===== config.mk =====
export PLATFORM = sky130hd
export DESIGN_NAME = uart_frame_parser
export DESIGN_NICKNAME = d
export VERILOG_FILES = /design/src/rtl/uart_frame_parser.sv
export SDC_FILE = /design/constraint.sdc
export NUM_CORES = 1
export LEC_CHECK = 0
export ABC_AREA = 1
export CORE_ASPECT_RATIO = 0.9
export CORE_UTILIZATION = 40
export CTS_BUF_LIST = sky130_fd_sc_hd__clkbuf_4
export CTS_CLUSTER_SIZE = 20
export DETAILED_ROUTE_END_ITERATION = 8
export PLACE_DENSITY_LB_ADDON = 0.15
export SKIP_LAST_GASP = 1
export SYNTH_ARGS = -nofsm -noshare
export SYNTH_HDL_FRONTEND = slang
export SYNTH_SLANG_ARGS = --single-unit

===== constraint.sdc =====
create_clock -name clk -period 3.6 [get_ports clk]
set_input_delay 0.54 -clock clk [delete_from_list [all_inputs] [get_ports clk]]
set_output_delay 0.54 -clock clk [all_outputs]
set_load 0.02 [all_outputs]

===== src/rtl/uart_frame_parser.sv =====
`default_nettype none
// ============================================================================
//  Module      : uart_frame_parser
//  Description : Hunts for a two-byte sync header behind the UART receiver,
//                buffers a length-prefixed payload, verifies an 8-bit additive
//                checksum and releases good payloads as a burst of writes.
//                Rejected or stalled frames are dropped and counted.
//  Revision    : 1.0 - initial release
// ============================================================================
module uart_frame_parser #(
    parameter logic [7:0] SYNC0   = 8'hA5,
    parameter logic [7:0] SYNC1   = 8'h5A,
    parameter int         MAX_LEN = 16,
    parameter int         TIMEOUT = 4096
) (
    input  logic       clk,
    input  logic       rst,
    input  logic       iValid,
    input  logic [7:0] iData,
    output logic       oWrEn,
    output logic [3:0] oAddr,
    output logic [7:0] oData,
    output logic       oFrameDone,
    output logic       oFrameOk,
    output logic [4:0] oLen,
    output logic [7:0] oErrCnt,
    output logic       oBusy
);

    typedef enum logic [2:0] {
        S_HUNT0, S_HUNT1, S_LEN, S_PAYLOAD, S_CSUM, S_DUMP, S_DONE, S_ERR
    } state_t;

    localparam int              c_TW       = (TIMEOUT > 2) ? $clog2(TIMEOUT) : 1;
    localparam logic [c_TW-1:0] c_TMO_LAST = c_TW'(TIMEOUT - 1);
    localparam logic [7:0]      c_MAX_LEN8 = 8'(MAX_LEN);

    state_t          state_q, state_d;
    logic            vprev_q;
    logic [4:0]      len_q, len_d;
    logic [7:0]      sum_q, sum_d;
    logic [3:0]      idx_q, idx_d;
    logic [c_TW-1:0] tmo_q, tmo_d;
    logic            pend_v_q, pend_v_d;
    logic [7:0]      pend_data_q, pend_data_d;
    logic            ok_q, ok_d;
    logic [4:0]      olen_q, olen_d;
    logic [7:0]      errcnt_q, errcnt_d;
    logic [7:0]      pay_mem_q [MAX_LEN];

    logic            w_accept;
    logic            w_flush;
    logic            w_byte_v;
    logic [7:0]      w_byte;
    logic            w_last;
    logic            w_timed;
    logic            w_err;
    logic            w_mem_we;

    // A byte is taken on the rising edge of iValid only.
    assign w_accept = iValid & ~vprev_q;
    // While the payload is being released (or a result is reported) incoming
    // bytes are parked in the pending register instead of being parsed.
    assign w_flush  = (state_q == S_DUMP) || (state_q == S_DONE) || (state_q == S_ERR);
    // A parked byte takes priority over a fresh one once parsing resumes.
    assign w_byte_v = ~w_flush & (pend_v_q | w_accept);
    assign w_byte   = pend_v_q ? pend_data_q : iData;
    assign w_last   = ({1'b0, idx_q} == (len_q - 5'd1));
    assign w_timed  = (state_q == S_HUNT1) || (state_q == S_LEN) ||
                      (state_q == S_PAYLOAD) || (state_q == S_CSUM);

    // Next-state, datapath and result bookkeeping for the frame parser.
    always_comb begin
        state_d     = state_q;
        len_d       = len_q;
        sum_d       = sum_q;
        idx_d       = idx_q;
        tmo_d       = '0;
        pend_v_d    = pend_v_q;
        pend_data_d = pend_data_q;
        ok_d        = ok_q;
        olen_d      = olen_q;
        errcnt_d    = errcnt_q;
        w_err       = 1'b0;
        w_mem_we    = 1'b0;

        if (w_flush) begin
            if (w_accept) begin
                pend_v_d    = 1'b1;
                pend_data_d = iData;
            end
        end else if (pend_v_q) begin
            // The parked byte is consumed now; a simultaneous new edge is parked.
            pend_v_d    = w_accept;
            pend_data_d = w_accept ? iData : pend_data_q;
        end

        if (w_timed && !w_byte_v) begin
            if (tmo_q == c_TMO_LAST) begin
                w_err = 1'b1;
            end else begin
                tmo_d = tmo_q + 1'b1;
            end
        end

        case (state_q)
            S_HUNT0: begin
                if (w_byte_v && (w_byte == SYNC0)) begin
                    state_d = S_HUNT1;
                end
            end
            S_HUNT1: begin
                if (w_byte_v) begin
                    if (w_byte == SYNC1) begin
                        state_d = S_LEN;
                    end else if (w_byte != SYNC0) begin
                        state_d = S_HUNT0;
                    end
                end
            end
            S_LEN: begin
                if (w_byte_v) begin
                    if ((w_byte == 8'h00) || (w_byte > c_MAX_LEN8)) begin
                        w_err = 1'b1;
                    end else begin
                        len_d   = w_byte[4:0];
                        sum_d   = w_byte;
                        idx_d   = 4'd0;
                        state_d = S_PAYLOAD;
                    end
                end
            end
            S_PAYLOAD: begin
                if (w_byte_v) begin
                    w_mem_we = 1'b1;
                    sum_d    = sum_q + w_byte;
                    idx_d    = idx_q + 4'd1;
                    if (w_last) begin
                        state_d = S_CSUM;
                    end
                end
            end
            S_CSUM: begin
                if (w_byte_v) begin
                    if (w_byte == sum_q) begin
                        idx_d   = 4'd0;
                        state_d = S_DUMP;
                    end else begin
                        w_err = 1'b1;
                    end
                end
            end
            S_DUMP: begin
                idx_d = idx_q + 4'd1;
                if (w_last) begin
                    idx_d   = 4'd0;
                    ok_d    = 1'b1;
                    olen_d  = len_q;
                    state_d = S_DONE;
                end
            end
            default: begin
                state_d = S_HUNT0;
            end
        endcase

        if (w_err) begin
            state_d  = S_ERR;
            ok_d     = 1'b0;
            errcnt_d = (errcnt_q == 8'hFF) ? errcnt_q : errcnt_q + 8'd1;
        end
    end

    // State and control registers; reset aborts any frame in flight.
    always_ff @(posedge clk or negedge rst) begin
        if (!rst) begin
            state_q     <= S_HUNT0;
            vprev_q     <= 1'b0;
            len_q       <= 5'd0;
            sum_q       <= 8'd0;
            idx_q       <= 4'd0;
            tmo_q       <= '0;
            pend_v_q    <= 1'b0;
            pend_data_q <= 8'd0;
            ok_q        <= 1'b0;
            olen_q      <= 5'd0;
            errcnt_q    <= 8'd0;
        end else begin
            state_q     <= state_d;
            vprev_q     <= iValid;
            len_q       <= len_d;
            sum_q       <= sum_d;
            idx_q       <= idx_d;
            tmo_q       <= tmo_d;
            pend_v_q    <= pend_v_d;
            pend_data_q <= pend_data_d;
            ok_q        <= ok_d;
            olen_q      <= olen_d;
            errcnt_q    <= errcnt_d;
        end
    end

    // Payload buffer; contents are only meaningful after a full payload.
    always_ff @(posedge clk) begin
        if (w_mem_we) begin
            pay_mem_q[idx_q] <= w_byte;
        end
    end

    assign oWrEn      = (state_q == S_DUMP);
    assign oAddr      = (state_q == S_DUMP) ? idx_q : 4'd0;
    assign oData      = (state_q == S_DUMP) ? pay_mem_q[idx_q] : 8'h00;
    assign oFrameDone = (state_q == S_DONE) || (state_q == S_ERR);
    assign oFrameOk   = ok_q;
    assign oLen       = olen_q;
    assign oErrCnt    = errcnt_q;
    assign oBusy      = (state_q != S_HUNT0);

endmodule
`default_nettype wire


==> run_results.csv <==
group,metric,value,unit
timing,worstMarginPinSlew,0.6251,ns
layout,drive_above_1_share,0.1201,
timing,fin_crit_sh,0.9561,
drt,drt-wirelength-per-cell,17.33,um
timing,fin_skew,0.02195,ns
synth,synthFlopType,"edfxtp_1",
pwr,combPwrFrac,0.222,
critical_path,rrSetupSlack,0.77,ns
synth,synth.avg_cell_area,10.04,um^2
synth,synth.top_cells.by_count,"nand2_1, edfxtp_1, nor2_1",
cts,clock_latency,0.57,ns
critical_path,start_kind,"flip-flop",
floorplanning,dieArea,21980,um^2
drt,drc_errors,0,
cts,h-tree-depth,4,
synth,synthMostInstantiatedCell,"nand2_1",
layout,nNetsFinal,937,
run,max_cap_violations,0,
pwr,vdd_drop_max,0.2441,mV
floorplanning,die_h,140.8,um
placement,globalplace.congestion,0.8149,
drt,drtPass1Iterations,4,
synth,synth-seq-area-share,0.6130,
pwr,seq_power_share,0.523,
drt,vias,6185,
synth,synth-edff-count,128,
cts,root_buffer,"clkbuf_4",
cts,cts_buffer_depth,2,
timing,hold_violations,0,
cts,clk_pin_slew,0.16,ns
timing,setup_viol,0,
grt,grt_max_degree,37,
synth,synth_top_area_cell,"edfxtp_1",
grt,met3_usage,0.04119,
floorplanning,rows,50,
pwr,p_per_area,487.4,nW/um^2
cts,cts_setup_buffers,0,
synth,synth_area,8557,um^2
timing,period_minus_slack,3.442,ns
pwr,power_leakage,3.867,nW
timing,fmax,0.2905,GHz
grt,grt_pass1_vias,5929,
floorplanning,io_pins,40,
critical_path,worstPathMaxFanout,23,
timing,rsz0062_at_grt,"false",
synth,yosysTopAreaCellShare,0.4492,
floorplanning,core_area,20900,um^2
grt,grt_pass1_wl,33320,um
synth,yosys-top-cells-area,"edfxtp_1, dfrtp_1, nand2_1",
synth,synth_warnings,0,
drt,drt_wl_total,21010,um
drt,final_antenna_net_count,0,
grt,met2_usage,0.3040,
floorplanning,die_x,156.2,um
pwr,p_sw,0.001549,W
pwr,internal_power,0.003191,W
pwr,netSwitchingFraction,0.3269,
synth,synth_nets,878,
placement,portBuffers,39,
timing,setup_ws,0.1579,ns
status,status,"complete, no violations",
grt,busiest_layer,"met2",
synth,ys_seq_elements,184,
layout,area_growth,13.66,%
synth,asyncSetResetFlopFracSynth,0.3043,
grt,gr-usage-met1,0.2964,
critical_path,path_class,"flip-flop to primary output",
placement,dp_hpwl,13940,um
grt,grt_usage,0.2008,
cts,cts_sinks,184,
timing,slew_headroom,0.5833,
grt,overflow,0,
drt,drt_iter0_markers,484,
grt,antenna_found_initial,1,
critical_path,cp_data_required_time,3.06,ns
cts,numCtsBuffers,17,
critical_path,crit_path_end_kind,"primary output",
critical_path,arrival,2.90,ns
floorplanning,start_util,0.4095,
pwr,p_clk_frac,0.255,
synth,synthCells,852,
cts,cts_tree,"yes",
timing,drv_slew,0,
min_path,hp-class,"input pin to flip-flop",
placement,dp_worst_setup_slack,0.6215,ns
timing,setup-tns-final,0,ns
synth,yosysUniqueCellTypes,40,
drt,vias_per_cell,5.103,
path summary, 6_finish.rpt:
path / to / cells after the start / startpoint
min: vprev_q$_DFF_PN0_ / 1 / iValid
max: oData[7] / 7 / idx_q[1]$_DFFE_PN0P_
max reg2reg: sum_q[6]$_DFFE_PN0P_ / 13 / pend_v_q$_DFFE_PN0P_
min reg2reg: tmo_q[0]$_DFF_PN0_ / 1 / tmo_q[0]$_DFF_PN0_
min in group asynchronous: oErrCnt[0]$_DFFE_PN0P_ / 2 / rst
max in group asynchronous: pend_data_q[5]$_DFFE_PN0P_ / 3 / rst
cell type report:
type,instances,area (um^2)
clock inverters,14,162.7
inverters,62,236.5
diodes,2,5.005
well taps,286,357.8
fillers,2047,11170
multi-input cells,570,2910
repair buffers,76,670.6
flip-flops and latches,184,5248
clock buffers,18,135.1
power groups by stage:
stage	clock network [W]	logic, W	registers (W)
2_1_floorplan	0	0.000763	0.00249
3_3_place_gp	0	0.00104	0.00252
3_5_place_dp	0	0.00104	0.00252
4_1_cts	0.00124	0.00105	0.00248
5_1_grt	0.00133	0.00118	0.00249
6_report	0.00121	0.00105	0.00248
per-layer routing:
metal,vias up,part of all wire
met2,131,0.45
met4,0,0.0070
met3,12,0.044
met1,3005,0.50
met5,-,0
li1,3037,-
state kept, by name, indices dropped and copies added, names as in the netlist, 3 cells and up:
| register | flops |
|---|---|
| idx_q | 4 |
| len_q | 5 |
| oErrCnt | 8 |
| oLen | 5 |
| pay_mem_q | 128 |
| pend_data_q | 8 |
| state_q | 3 |
| sum_q | 8 |
| tmo_q | 12 |
what timing repair did:
action	4_1_cts	5_1_grt
hold buffers	1	0
endpoints found under the setup margin	0	7
hold endpoints to repair	23	0
gates resized for setup	0	4
cell usage in the layout (no fill, tap or decap), types with 2 or more instances in the layout:
cell,count
nand2_1,164
edfxtp_1,128
nor2_1,120
o21ai_0,95
inv_1,56
dfrtp_1,54
nand3_1,53
clkdlybuf4s50_1,36
buf_4,36
o22ai_1,32
clkbuf_4,18
ha_1,14
a21oi_1,12
xor2_1,11
nand2_2,10
xnor2_1,8
a41oi_1,8
nor3_1,7
nor2_2,6
inv_6,5
nand3_2,4
a21oi_2,4
mux2_2,4
inv_2,3
nand2_4,3
inv_8,3
diode_2,2
clkinv_2,2
clkinv_1,2
nor3_2,2
nand4_1,2
nor4_1,2
bufinv_16,2
dfrtp_2,2
dlymetal6s2s_1,2
cells by family (layout without fill, tap and decap cells):
kind of cell	after synthesis	count (layout)	synth area share
buffers and inverters	98	170	0.04694
AO/OA/AOI/OAI	154	154	0.1010
other	0	2	0
XOR/XNOR	19	19	0.01945
AND/OR/NAND/NOR	378	378	0.1915
flip-flops	184	184	0.6130
adder cells (fa/ha/maj)	15	15	0.02281
multiplexers	4	4	0.005264
critical path, cell delays in order (launching register included):
cell and delay [ns]:
dfrtp_2 0.51, inv_1 0.10, buf_4 0.27, o21ai_0 0.13
o22ai_1 0.29, nand3_1 0.14, a41oi_1 0.23, clkdlybuf4s50_1 0.66
metrics by stage:
stage	utilization	power, W	instance area [um^2]	hold slack, ns	cells
after floorplan	-	0.003252	8557	0.2444	852
after global placement	0.4501	0.003561	9405	0.4451	1177
after detailed placement	0.4501	0.003566	9405	0.4553	1177
after CTS	0.4649	0.004773	9713	0.3718	1210
after global routing	0.4654	0.005001	9726	0.3707	1212
final	0.4654	0.004740	9726	0.4169	1212
(Power assumes the default switching activity.)
